<file path="src/rtl/risc16_pkg.sv">
// Shared types and constants for the risc16 fetch path.
package risc16_pkg;

  localparam int WORD_W = 16;
  localparam logic [WORD_W-1:0] RESET_PC = 16'h0000;

  typedef struct packed {
    logic [15:0] pc;
    logic [15:0] instr;
  } fetch_entry_t;

endpackage

</file>
<file path="src/rtl/instr_fetch_checker.sv">
// Protocol checks for the fetch stage; simulation only, no effect on logic.
module instr_fetch_checker #(
  parameter int DEPTH = 2
) (
  input logic                       clk,
  input logic                       rst_n,
  input logic                       imem_rvalid,
  input logic [$clog2(DEPTH+1)-1:0] outstanding,
  input logic [$clog2(DEPTH+1)-1:0] drop_cnt
);

  localparam int CW = $clog2(DEPTH + 1);

  a_no_orphan_rvalid: assert property (@(posedge clk) disable iff (!rst_n)
    !(imem_rvalid && (outstanding == CW'(0))));

  a_drop_bounded: assert property (@(posedge clk) disable iff (!rst_n)
    drop_cnt <= CW'(DEPTH));

endmodule

</file>
<file path="src/rtl/sync_fifo.sv">
// Synchronous FIFO with registered storage; simultaneous push and pop are legal at any fill level.
module sync_fifo #(
  parameter int WIDTH = 16,
  parameter int DEPTH = 2,
  parameter logic [WIDTH-1:0] RESET_VAL = {WIDTH{1'b0}}
) (
  input  logic                         clk,
  input  logic                         rst_n,
  input  logic                         push,
  input  logic [WIDTH-1:0]             din,
  input  logic                         pop,
  input  logic                         clear,
  output logic [WIDTH-1:0]             dout,
  output logic                         full,
  output logic                         empty,
  output logic [$clog2(DEPTH+1)-1:0]   count
);

  localparam int PW = (DEPTH > 1) ? $clog2(DEPTH) : 1;
  localparam int CW = $clog2(DEPTH + 1);
  localparam logic [PW-1:0] LAST = PW'(DEPTH - 1);

  logic [WIDTH-1:0] mem_r [DEPTH];
  logic [PW-1:0]    wr_ptr_r;
  logic [PW-1:0]    rd_ptr_r;
  logic [CW-1:0]    count_r;
  logic             do_push_s;
  logic             do_pop_s;

  function automatic logic [PW-1:0] ptr_inc(input logic [PW-1:0] p);
    if (p == LAST) begin
      ptr_inc = PW'(0);
    end else begin
      ptr_inc = p + PW'(1);
    end
  endfunction

  // pop is ignored when empty; a pop makes room for a push in the same cycle
  always_comb begin
    do_pop_s  = pop && (count_r != CW'(0));
    do_push_s = push && ((count_r != CW'(DEPTH)) || do_pop_s);
  end

  // storage, pointers and fill count
  always_ff @(posedge clk or negedge rst_n) begin
    if (!rst_n) begin
      wr_ptr_r <= PW'(0);
      rd_ptr_r <= PW'(0);
      count_r  <= CW'(0);
      for (int i = 0; i < DEPTH; i++) begin
        mem_r[i] <= RESET_VAL;
      end
    end else if (clear) begin
      wr_ptr_r <= PW'(0);
      rd_ptr_r <= PW'(0);
      count_r  <= CW'(0);
    end else begin
      if (do_push_s) begin
        mem_r[wr_ptr_r] <= din;
        wr_ptr_r        <= ptr_inc(wr_ptr_r);
      end
      if (do_pop_s) begin
        rd_ptr_r <= ptr_inc(rd_ptr_r);
      end
      count_r <= count_r + CW'(do_push_s) - CW'(do_pop_s);
    end
  end

  assign dout  = mem_r[rd_ptr_r];
  assign full  = (count_r == CW'(DEPTH));
  assign empty = (count_r == CW'(0));
  assign count = count_r;

endmodule

</file>
<file path="src/rtl/instr_fetch.sv">
// Fetch stage: credit-limited instruction-memory reads, in-order response queue to decode,
// stale-response dropping after a redirect.
module instr_fetch
  import risc16_pkg::*;
#(
  parameter int DEPTH = 2
) (
  input  logic              clk,
  input  logic              rst_n,
  input  logic [WORD_W-1:0] pc_addr,
  input  logic              flush,
  output logic              pc_advance,
  output logic              imem_req,
  output logic [WORD_W-1:0] imem_addr,
  input  logic              imem_gnt,
  input  logic              imem_rvalid,
  input  logic [WORD_W-1:0] imem_rdata,
  output logic              if_valid,
  output logic [WORD_W-1:0] if_instr,
  output logic [WORD_W-1:0] if_pc,
  input  logic              id_ready
);

  localparam int CW = $clog2(DEPTH + 1);
  localparam logic [CW:0] CREDITS = (CW + 1)'(DEPTH);
  localparam fetch_entry_t Q_RESET = '{pc: RESET_PC, instr: 16'h0000};

  logic              active_r;
  logic [CW-1:0]     outstanding_r;
  logic [CW-1:0]     drop_cnt_r;
  logic [CW-1:0]     q_count_s;
  logic [CW-1:0]     af_count_s;
  logic              accept_s;
  logic              resp_s;
  logic              keep_s;
  logic              pop_s;
  logic              af_empty_s;
  logic              af_full_s;
  logic              q_empty_s;
  logic              q_full_s;
  logic [WORD_W-1:0] af_head_s;
  fetch_entry_t      q_din_s;
  fetch_entry_t      q_head_s;
  logic              unused_s;

  // credit uses registered fill levels only, so a pop frees a slot from the next cycle
  always_comb begin
    imem_req   = active_r && !flush &&
                 (({1'b0, q_count_s} + {1'b0, outstanding_r}) < CREDITS);
    imem_addr  = pc_addr;
    accept_s   = imem_req && imem_gnt;
    pc_advance = accept_s;
    resp_s     = imem_rvalid && !af_empty_s;
    keep_s     = resp_s && (drop_cnt_r == CW'(0)) && !flush;
    pop_s      = !q_empty_s && id_ready;
    q_din_s.pc    = af_head_s;
    q_din_s.instr = imem_rdata;
    if_valid   = !q_empty_s;
    if_pc      = q_head_s.pc;
    if_instr   = q_head_s.instr;
  end

  // in-flight accounting; a redirect marks every remaining in-flight read as stale
  always_ff @(posedge clk or negedge rst_n) begin
    if (!rst_n) begin
      active_r      <= 1'b0;
      outstanding_r <= CW'(0);
      drop_cnt_r    <= CW'(0);
    end else begin
      active_r      <= 1'b1;
      outstanding_r <= outstanding_r + CW'(accept_s) - CW'(resp_s);
      if (flush) begin
        drop_cnt_r <= outstanding_r - CW'(resp_s);
      end else if (resp_s && (drop_cnt_r != CW'(0))) begin
        drop_cnt_r <= drop_cnt_r - CW'(1);
      end else begin
        drop_cnt_r <= drop_cnt_r;
      end
    end
  end

  sync_fifo #(
    .WIDTH     (WORD_W),
    .DEPTH     (DEPTH),
    .RESET_VAL ({WORD_W{1'b0}})
  ) u_addr_fifo (
    .clk   (clk),
    .rst_n (rst_n),
    .push  (accept_s),
    .din   (pc_addr),
    .pop   (resp_s),
    .clear (1'b0),
    .dout  (af_head_s),
    .full  (af_full_s),
    .empty (af_empty_s),
    .count (af_count_s)
  );

  sync_fifo #(
    .WIDTH     ($bits(fetch_entry_t)),
    .DEPTH     (DEPTH),
    .RESET_VAL (Q_RESET)
  ) u_instr_queue (
    .clk   (clk),
    .rst_n (rst_n),
    .push  (keep_s),
    .din   (q_din_s),
    .pop   (pop_s),
    .clear (flush),
    .dout  (q_head_s),
    .full  (q_full_s),
    .empty (q_empty_s),
    .count (q_count_s)
  );

  instr_fetch_checker #(.DEPTH(DEPTH)) u_checker (
    .clk         (clk),
    .rst_n       (rst_n),
    .imem_rvalid (imem_rvalid),
    .outstanding (outstanding_r),
    .drop_cnt    (drop_cnt_r)
  );

  assign unused_s = &{1'b0, af_full_s, q_full_s, af_count_s};

endmodule

</file>
<file path="config.mk">
export PLATFORM = sky130hd
export DESIGN_NAME = instr_fetch
export DESIGN_NICKNAME = d
export VERILOG_FILES = /design/src/rtl/risc16_pkg.sv /design/src/rtl/instr_fetch_checker.sv /design/src/rtl/sync_fifo.sv /design/src/rtl/instr_fetch.sv
export SDC_FILE = /design/constraint.sdc
export NUM_CORES = 1
export LEC_CHECK = 0
export BUFFER_PORTS_ARGS = -buffer_cell sky130_fd_sc_hd__buf_2
export CAP_MARGIN = 30
export CORE_ASPECT_RATIO = 0.6
export CORE_UTILIZATION = 35
export DETAILED_ROUTE_END_ITERATION = 7
export RECOVER_POWER = 100
export SLEW_MARGIN = 15
export SYNTH_ARGS = -nofsm -noshare
export SYNTH_HDL_FRONTEND = slang
export SYNTH_HIERARCHICAL = 1
export SYNTH_SLANG_ARGS = --single-unit
export TNS_END_PERCENT = 5
</file>
<file path="constraint.sdc">
create_clock -name clk -period 3.3 [get_ports clk]
set_input_delay 0.33 -clock clk [delete_from_list [all_inputs] [get_ports clk]]
set_output_delay 0.33 -clock clk [all_outputs]
set_load 0.1 [all_outputs]
</file>
[Yosys cells after proc, flatten, opt, wreduce, memory -nomap -nowiden]
Index checks and enable logic that the tools add are counted.
Storage, ports and cells
  register bits after elaboration: 109
  bits of input ports: 38
  output and inout bits: 51
  word-level logic and storage cells: 92
Operators by class
  $add $sub $neg: 13
  $lt $le $gt $ge: 7
  equality and inequality tests: 2
  mux-type cells: 23
  bitwise gates (word level): 5
  reduce and logical (&&, ||, !) cells: 29
Operators with widths (number)
  $mux 32: 4
  $bwmux 64: 1
  $mux 16: 4
  $bwmux 32: 1
  $demux 32 s1: 1
  $demux 16 s1: 1
  $logic_and 1x1->1: 14
  $reduce_bool 2->1: 6
  $ge 2x2->1 const B: 4
  $mux 1: 8
  $not 1->2: 4
  $sub 2x1->2: 4
  $add 2x1->2: 3
  $logic_not 2->1: 3
  $mux 2: 3
  $add 1x1->1 const B: 4
  $lt 2x1->1 const B: 2
  $ne 2x2->1 const B: 2
  $add 2x2->3: 1
  $logic_not 1->1: 3
  $lt 3x2->1 const B: 1
  $logic_or 1x1->1: 2
  $reduce_and 2->1: 1
  $sub 2x1->2 const B: 1
  $not 1->1: 1

[Depth between registers and ports, before layout]
Gate-level depths: netlist of run 1.
  depth in word-level cells: 9
  mapped depth: 10
  mapped depth without buffers: 10

[Hierarchy]
Netlist of run 1, hierarchy kept.
By module, submodules not included
  sync_fifo at u_instr_queue: instances 1, cells each 195, area each 3106.7 sq um, seq. area each 1701.6 sq um
  sync_fifo at u_addr_fifo: instances 1, cells each 109, area each 1664.1 sq um, seq. area each 900.9 sq um
  instr_fetch: instances 1, cells each 46, area each 455.4 sq um, seq. area each 125.1 sq um

[Least setup slack after synthesis of run 1]
Ideal clock, no wire load.
  path kind: register -> register
  from: register u_instr_queue.count_r[0], in the netlist u_instr_queue/count[0]
  to: register u_addr_fifo/mem_r[10] in the netlist's numbering
  library setup time: 0.125 ns
  data arrival time: 4.720 ns
  data required time: 3.175 ns
  slack: -1.545 ns
  cell stages (with the launch flop): 9
  path buffers: 2
  period minus slack after synthesis: 4.845 ns
  path through: dfrtp_1 > and2_1 > fa_1 > nor4b_2 > and2_1 > and4b_1 > buf_6 > buf_12 > mux2_4
On the way
  word-level cells in the longest chain between the ends: 5
RTL lines
  start, declared: RTL line sync_fifo.sv:26  | logic [CW-1:0] count_r;
  start signal, assigned: RTL line sync_fifo.sv:65  | count_r <= count_r + CW'(do_push_s) - CW'(do_pop_s);
  $add 2x2->3: RTL line instr_fetch.sv:49  | (({1'b0, q_count_s} + {1'b0, outstanding_r}) < CREDITS);
  $lt 3x2->1: RTL line instr_fetch.sv:49
  $logic_and 1x1->1: RTL line instr_fetch.sv:48  | imem_req = active_r && !flush &&
  via imem_req: RTL line instr_fetch.sv:13  | output logic imem_req,
  $logic_and 1x1->1: RTL line instr_fetch.sv:51  | accept_s = imem_req && imem_gnt;
  via pc_advance: RTL line instr_fetch.sv:12  | output logic pc_advance,
  $logic_and 1x1->1: RTL line sync_fifo.sv:41  | do_push_s = push && ((count_r != CW'(DEPTH)) || do_pop_s);
  end signal, assigned by index: RTL line sync_fifo.sv:59  | mem_r[wr_ptr_r] <= din;
  end, declared: RTL line sync_fifo.sv:23  | logic [WIDTH-1:0] mem_r [DEPTH];
The timed path passes the listed nets, and every way through them passes these cells.
A chain may end at the register's enable or synchronous reset.

[Final worst setup path of run 1]
  from: register u_instr_queue.count_r[0], in the netlist u_instr_queue/count[0]
  to: output imem_req
On the way
  word-level cells in the longest chain between the ends: 3
RTL lines (RTL line)
  $add 2x2->3: instr_fetch.sv:49
  $lt 3x2->1: instr_fetch.sv:49
  $logic_and 1x1->1: instr_fetch.sv:48
  end, declared: instr_fetch.sv:13
No other way between the ends.

==> results of run 1 <==
==> final timing paths <==
path,slack [ps],to
min in group asynchronous,600,u_instr_queue/count[1]
max in group asynchronous,790,u_instr_queue/mem_r[42]
hold reg to reg,480,u_addr_fifo/mem_r[13]
hold / removal,220,u_instr_queue/mem_r[15]
setup / recovery,450,imem_req
setup reg to reg,500,u_instr_queue/mem_r[20]
==> routing by layer <==
metal / wire length, um / part of all wire (%) / global-route usage, %
met5: 0 / 0 / 0
met4: 28 / 0.29 / 2.64
met3: 424 / 4.4 / 4.14
met2: 4230 / 43 / 20.7
met1: 5060 / 52 / 18.6
==> registers in the layout, indices dropped and copies added (netlist names) <==
name / count
u_instr_queue/mem_r: 64
u_addr_fifo/mem_r: 32
u_instr_queue/wr_ptr_r: 1
active_r: 1
u_addr_fifo/count: 2
u_addr_fifo/rd_ptr_r: 1
u_instr_queue/rd_ptr_r: 1
drop_cnt_r: 2
u_addr_fifo/wr_ptr_r: 1
outstanding_r: 2
u_instr_queue/count: 2
==> report_power, final <==
group | total [mW] | switching (mW) | internal (mW)
sequential | 1.68 | 0.110 | 1.57
clock | 1.15 | 0.469 | 0.686
combinational | 1.29 | 0.913 | 0.380
total | 4.12 | 1.49 | 2.63
==> final cells by class <==
type                            count  area share [%]
Sequential cell                   109            46.3
Tap cell                          198            4.21
Timing Repair Buffer               96            7.54
Multi-Input combinational cell    203            35.9
Clock inverter                      4            1.23
Inverter                            9           0.574
Clock buffer                       12            4.19
==> flow_summary.toml, run 1 <==
[critical_path]
cp.arrival_ps = 2520
r2r_cells = 6
rr_startpoint = "u_addr_fifo/count[0]"
slowest_delay_ps = 890
path_max_fanout = 5
critical_path_buf_inv_count = 1
cp.depth = 4
path_cells = "and2_0 > fa_1 > nor4b_4 > clkbuf_1"
cp.required_ps = 2970
cp-start-kind = "flop"
cp-end-kind = "output pin"
cp-startpoint = "u_instr_queue/count[0]"
worst_path_max_delay_cell = "clkbuf_1"
critPathKind = "reg2out"
path_delay_family = "buffers and inverters"

[cells_and_area]
diodes = 0
final_util_pct = 40.6
final_common_cell = "dfrtp_1"
fillers = 1415
final_nets = 474
fin_cells = 631
final_cell_area_sq_um = 5890
final_cell_mix = "dfrtp_1 (108), mux2_2 (104), clkbuf_1 (55)"
drive_above_1_share_pct = 39.7
regArea_sq_um = 2730
area_growth_pct = 12.9
multi_input_area_sq_um = 2110

[yosys]
yosysWarnings = 6
syn_area_sq_um = 5210
syn_area_per_cell_sq_um = 15.0
netlist_instances = 348

[placement]
dp.cells = 613
dp_hpwl_um = 6610
place_area_sq_um = 5750
routabilityCongestion = 0.690
portBuffers = 88
pre_cts_ws_ps = 809

[global_routing]
grtUsageTotal_pct = 13.4
grt_pass1_wl_um = 15500
grt_overflow_total = 0
first_global_vias = 2924
antenna_found_initial = 0
grt_max_degree = 75

[clocking]
cts_tree = "yes"
cts.sinks = 109
clk_pin_slew_worst_paths_ps = 70
ctsResizeCount = 0
clockBufferDepth = 2
clockRootBuffer = "clkbuf_16"
h-tree-depth = 3
cts_buffers = 9
cts_setup_buffers = 0
cts_hold_buf = 0
insertion_delay_ps = 340

[timing]
clock_skew_ps = 6.40
fin_setup_tns_ps = 0
rsz0062_at_grt = "no"
finalCriticalPeriod_ps = 2850
min_period_over_period_pct = 86.5
fmax_mhz = 351
setup_viol = 0
hold_viol = 0
worst_pin_slew_ps = 1220
final_max_slew_viol_count = 0
holdWs_ps = 215
setup_ws_ps = 447
slew_headroom_pct = 19.3

[die]
fp.dieArea_sq_um = 15400
start_util_pct = 35.9
core_sq_um = 14500
die_y_um = 96.5
die_x_um = 160
core.rowCount = 34
io_pins = 89

[drt]
wl_um = 9740
vias = 2864
viasPerCell = 4.54
post_drt_wl_per_cell_um = 15.4
drc = 0
drtIter0Drc = 94
first_pass_iters = 4
ant_nets = 0

[worst_hold_path]
min_delay_path_depth = 2
hold_path.class = "in2reg"
hp-start = "imem_rdata[15]"

[pwr]
power.density_nw_per_um2 = 700
ir_worst_vdd_v = 0.000263
p_total_mw = 4.12
p_leak_nw = 2.92

[outcome]
run_status = "complete, no violations"

[flow_run]
maxCapViolCount = 0
(Power assumes the default switching activity.)
==> run 2: changes to the inputs <==
--- a/config.mk
+++ b/config.mk
@@ -8,8 +8,10 @@
 export BUFFER_PORTS_ARGS = -buffer_cell sky130_fd_sc_hd__buf_2
 export CAP_MARGIN = 30
 export CORE_ASPECT_RATIO = 0.6
-export CORE_UTILIZATION = 35
+export CORE_MARGIN = 5
+export CORE_UTILIZATION = 56
 export DETAILED_ROUTE_END_ITERATION = 7
+export PLACE_DENSITY = 0.8
 export RECOVER_POWER = 100
 export SLEW_MARGIN = 15
 export SYNTH_ARGS = -nofsm -noshare
==> run 2 against run 1 <==
Effect of this change:
- first-iteration DRC count is 8.5% higher
- final cell count is 14% lower
- final area is 2.1% lower
- via count is 0.66% higher
- clock power is 4% higher
- critical endpoint unchanged
- clock skew hardly changed
- combinational power hardly changed
- critical path depth stayed put
- wire length is 2.0% lower
- global-route usage is 4.7 points higher
==> flow_summary.toml, run 2 (same netlist as run 1, synthesis figures left out) <==
[critical_path]
path_cells = "and2_0 > fa_1 > nor4b_4 > clkbuf_1"
slowest_delay_ps = 900
cp-end-kind = "output pin"
critPathKind = "reg2out"
cp.required_ps = 2970
cp.arrival_ps = 2580
worst_path_max_delay_cell = "clkbuf_1"
critical_path_buf_inv_count = 1
path_max_fanout = 5
path_delay_family = "buffers and inverters"
cp-start-kind = "flop"

[timing]
hold_viol = 0
slew_headroom_pct = 8.59
setup_viol = 0
min_period_over_period_pct = 88.2
final_max_slew_viol_count = 0
finalCriticalPeriod_ps = 2910
rsz0062_at_grt = "no"
clock_skew_ps = 6.08
fmax_mhz = 344
setup_ws_ps = 390
worst_pin_slew_ps = 1370
fin_setup_tns_ps = 0

[placement]
portBuffers = 88
dp_hpwl_um = 6680
pre_cts_ws_ps = 796
routabilityCongestion = 0.775
dp.cells = 529

[outcome]
run_status = "complete, no violations"

[pwr]
p_leak_nw = 3.00
ir_worst_vdd_v = 0.000328
power.density_nw_per_um2 = 727
p_total_mw = 4.19

[drt]
first_pass_iters = 4
post_drt_wl_per_cell_um = 17.5
viasPerCell = 5.29
vias = 2883
wl_um = 9540
drtIter0Drc = 102
ant_nets = 0
drc = 0

[global_routing]
grtUsageTotal_pct = 18.1
grt_pass1_wl_um = 16300
first_global_vias = 3262
grt_max_degree = 57
antenna_found_initial = 0
grt_overflow_total = 0

[die]
start_util_pct = 57.2
io_pins = 89
core.rowCount = 27
die_y_um = 84.7
core_sq_um = 9120
fp.dieArea_sq_um = 11400
die_x_um = 135

[cells_and_area]
diodes = 0
fillers = 761
final_util_pct = 63.2
drive_above_1_share_pct = 44.8
final_cell_mix = "dfrtp_1 (109), mux2_2 (104), mux2_1 (38)"
area_growth_pct = 10.6
reg_top3 = "u_instr_queue/mem_r: 64 flops, u_addr_fifo/mem_r: 32 flops"
largest_register_ffs = 64
final_common_cell = "dfrtp_1"
fin_cells = 545
regMostFlops = "u_instr_queue/mem_r"
final_nets = 471

[clocking]
insertion_delay_ps = 350
clockRootBuffer = "clkbuf_16"
clockBufferDepth = 2
cts_tree = "yes"
cts_buffers = 9
cts_hold_buf = 0
h-tree-depth = 3
clk_pin_slew_worst_paths_ps = 70
cts_setup_buffers = 0
ctsResizeCount = 0
cts.sinks = 109

[flow_run]
maxCapViolCount = 0

[worst_hold_path]
hold_path.class = "in2reg"
==> run 2: layer usage <==
layer,track usage (%),part of all wire [%],up-vias
li1,-,-,1349
met5,0,0,-
met1,24.3,47,1462
met2,29.6,47,62
met4,4.44,1.1,0
met3,5.09,4.6,10
==> run 2: report_power, final <==
group	switching (mW)	leakage, nW	internal (mW)
Combinational	0.918	1.37	0.389
Clock	0.462	0.156	0.738
Sequential	0.117	1.47	1.57
==> run 2: worst paths after layout <==
kind                            cells after the start                    start                       to  slack [ps]
worst min register to register                      1  u_instr_queue/mem_r[29]  u_instr_queue/mem_r[29]         480
min in group asynchronous                           1                    rst_n     u_addr_fifo/mem_r[4]         290
worst max-delay path                                4   u_instr_queue/count[0]                 imem_req         390
worst min-delay path                                2            imem_rdata[8]   u_instr_queue/mem_r[8]         220
max in group asynchronous                           2                    rst_n    u_addr_fifo/mem_r[11]        1040
worst max register to register                      7   u_instr_queue/count[0]    u_addr_fifo/mem_r[15]         490
==> run 2: stage by stage <==
stage               hold slack [ps]  cell area [sq um]
CTS                            66.4               5970
finish                          216               5770
global placement                428               5640
detailed placement              437               5640
global route                    215               5770
floorplan                      34.4               5240
==> run 2: cell type report <==
type / instances / area (sq um) / area share (%)
clock buffer: 11 / 233 / 4.04
clock inverter: 4 / 97.6 / 1.69
inverter: 9 / 33.8 / 0.586
multi-input combinational: 203 / 2100 / 36.4
sequential: 109 / 2730 / 47.3
tap: 116 / 145 / 2.52
timing repair buffer: 93 / 433 / 7.51
==> run 2: worst reg2reg max path, stage by stage, from the launching register on <==
cell and delay, ps:
dfrtp_1 430, and2_0 170, fa_1 480, nor4b_4 250, and2_0 340, and4b_1 240
clkbuf_2 390, mux2_2 400
==> run 3: changes to the inputs <==
--- a/config.mk
+++ b/config.mk
@@ -9,9 +9,9 @@
 export CAP_MARGIN = 30
 export CORE_ASPECT_RATIO = 0.6
 export CORE_MARGIN = 5
-export CORE_UTILIZATION = 56
+export CORE_UTILIZATION = 53
 export DETAILED_ROUTE_END_ITERATION = 7
-export PLACE_DENSITY = 0.8
+export PLACE_DENSITY = 0.76
 export RECOVER_POWER = 100
 export SLEW_MARGIN = 15
 export SYNTH_ARGS = -nofsm -noshare
==> run 3 against run 2 <==
Effect of this change:
- the flow now finishes with violations (capacitance limit, slew limit)
- worst setup slack got worse by 23 ps
- sequential power about the same
- non-clock buffer count did not move
- flip-flop and latch count unchanged
- final area hardly changed
- clock-buffer cell count up 2
- largest power group unchanged
- via count is 0.52% higher
- die area up 5.1%
- fmax shrank 0.77%
- global-route usage fell by 1.0 points
- combinational power hardly changed
==> flow_summary.toml, run 3 (same netlist as run 1, synthesis figures left out) <==
[worst_hold_path]
hp-start = "imem_rdata[1]"
hold_path.class = "in2reg"
min_delay_path_depth = 2
hold_end = "u_instr_queue/mem_r[1]"

[global_routing]
grt_max_degree = 67
antenna_found_initial = 0
grt_pass1_wl_um = 16500
grtUsageTotal_pct = 17.1
first_global_vias = 3230
grt_overflow_total = 0

[timing]
rsz0062_at_grt = "no"
setup_ws_ps = 367
finalCriticalPeriod_ps = 2930
hold_viol = 0
slew_headroom_pct = -8.77
clock_skew_ps = 4.54
min_period_over_period_pct = 88.9
worst_pin_slew_ps = 1630
fmax_mhz = 341
setup_viol = 0
final_max_slew_viol_count = 67
fin_setup_tns_ps = 0

[pwr]
p_leak_nw = 3.02
pwr-share-clk_pct = 24.4
p_total_mw = 3.95
switching_share_pct = 37.1
intPower_mw = 2.49
power.density_nw_per_um2 = 685
seqPwrFrac_pct = 42.5
ir_worst_vdd_v = 0.000407
comb_power_share_pct = 33.0
p_switching_mw = 1.47

[placement]
routabilityCongestion = 0.737
portBuffers = 88
pre_cts_ws_ps = 766
dp_hpwl_um = 6710
place_area_sq_um = 5680

[drt]
ant_nets = 0
post_drt_wl_per_cell_um = 17.0
first_pass_iters = 4
drc = 0
drtIter0Drc = 93
viasPerCell = 5.14
wl_um = 9610
vias = 2898

[critical_path]
cp.arrival_ps = 2600
path_max_fanout = 32
rr_startpoint = "u_instr_queue/count[0]"
r2r_end = "u_addr_fifo/mem_r[17]"
cp-start-kind = "flop"
cp.required_ps = 2970
rrSetupSlack_ps = 550
r2r_cells = 6
critPathKind = "reg2out"
cp-end-kind = "output pin"

[cells_and_area]
final_common_cell = "dfrtp_1"
final_util_pct = 59.2
reg_top3 = "u_instr_queue/mem_r: 64 flops, u_addr_fifo/mem_r: 32 flops"
area_growth_pct = 10.7
final_nets = 471
regMostFlops = "u_instr_queue/mem_r"
diodes = 0
drive_above_1_share_pct = 45.5
final_cell_area_sq_um = 5770
largest_register_ffs = 64
final_cell_mix = "dfrtp_1 (109), mux2_2 (104), buf_2 (65)"

[die]
core_sq_um = 9740
core.rowCount = 28
io_pins = 89
start_util_pct = 53.5
fp.dieArea_sq_um = 12000
die_x_um = 138
die_y_um = 86.8

[flow_run]
maxCapViolCount = 1

[clocking]
cts_setup_buffers = 0
ctsResizeCount = 0
clockBufferDepth = 2
cts_hold_buf = 0
clk_pin_slew_worst_paths_ps = 60
h-tree-depth = 3
cts_buffers = 9
clockRootBuffer = "clkbuf_16"
cts_tree = "yes"
insertion_delay_ps = 340
cts.sinks = 109

[outcome]
violations = "capacitance limit, slew limit"
run_status = "complete, but fails checks"
run 3: cell count changes in the layout (fill, tap and decap cells not counted), sizes merged:
cell	change
buf	+31
clkbuf	-29
bufinv	-3
clkinv	+2
clkinvlp	-1
run 3: worst max-delay path, stage by stage (launching register included):
cell and delay (ps):
dfrtp_1 370, clkbuf_2 720, mux2_2 300, clkbuf_1 860
run 3: layout make-up:
| cell class | count | area (sq um) |
|---|---|---|
| Fill cell | 845 | 3970 |
| Timing Repair Buffer | 93 | 478 |
| Sequential cell | 109 | 2730 |
| Multi-Input combinational cell | 203 | 2100 |
| Clock buffer | 13 | 250 |
| Tap cell | 135 | 169 |
| Clock inverter | 2 | 10.0 |
| Inverter | 9 | 33.8 |
run 3: per-layer routing:
metal / up-vias / global-route usage (%) / wire, um
met5: - / 0 / 0
met4: 0 / 3.23 / 65
met3: 6 / 5.02 / 428
met2: 66 / 28.6 / 4590
met1: 1476 / 22.8 / 4520
li1: 1350 / - / -
run 3: worst max-delay path by stage:
stage                            from               endpoint  slack [ps]  depth (start not counted)
6_report       u_instr_queue/rd_ptr_r               if_pc[8]         370                          3
5_1_grt        u_instr_queue/rd_ptr_r               if_pc[8]         280                          3
4_1_cts        u_instr_queue/count[0]             pc_advance         630                          5
3_5_place_dp   u_instr_queue/count[0]  u_addr_fifo/mem_r[26]         770                          6
3_3_place_gp   u_instr_queue/count[0]  u_addr_fifo/mem_r[19]         880                          6
2_1_floorplan  u_instr_queue/count[0]  u_addr_fifo/mem_r[10]        -270                          8
run 3: through the flow:
stage	hold WS (ps)	cells
floorplan	34.4	353
global placement	483	548
detailed placement	488	548
CTS	127	563
global route	210	564
finish	221	564
run 3: power by group through the flow:
stage | logic [mW] | registers, mW | clock network (mW)
2_1_floorplan | 1.14 | 1.67 | 0
3_3_place_gp | 1.32 | 1.69 | 0
3_5_place_dp | 1.35 | 1.71 | 0
4_1_cts | 1.35 | 1.68 | 0.998
5_1_grt | 1.39 | 1.71 | 1.06
6_report | 1.31 | 1.68 | 0.966
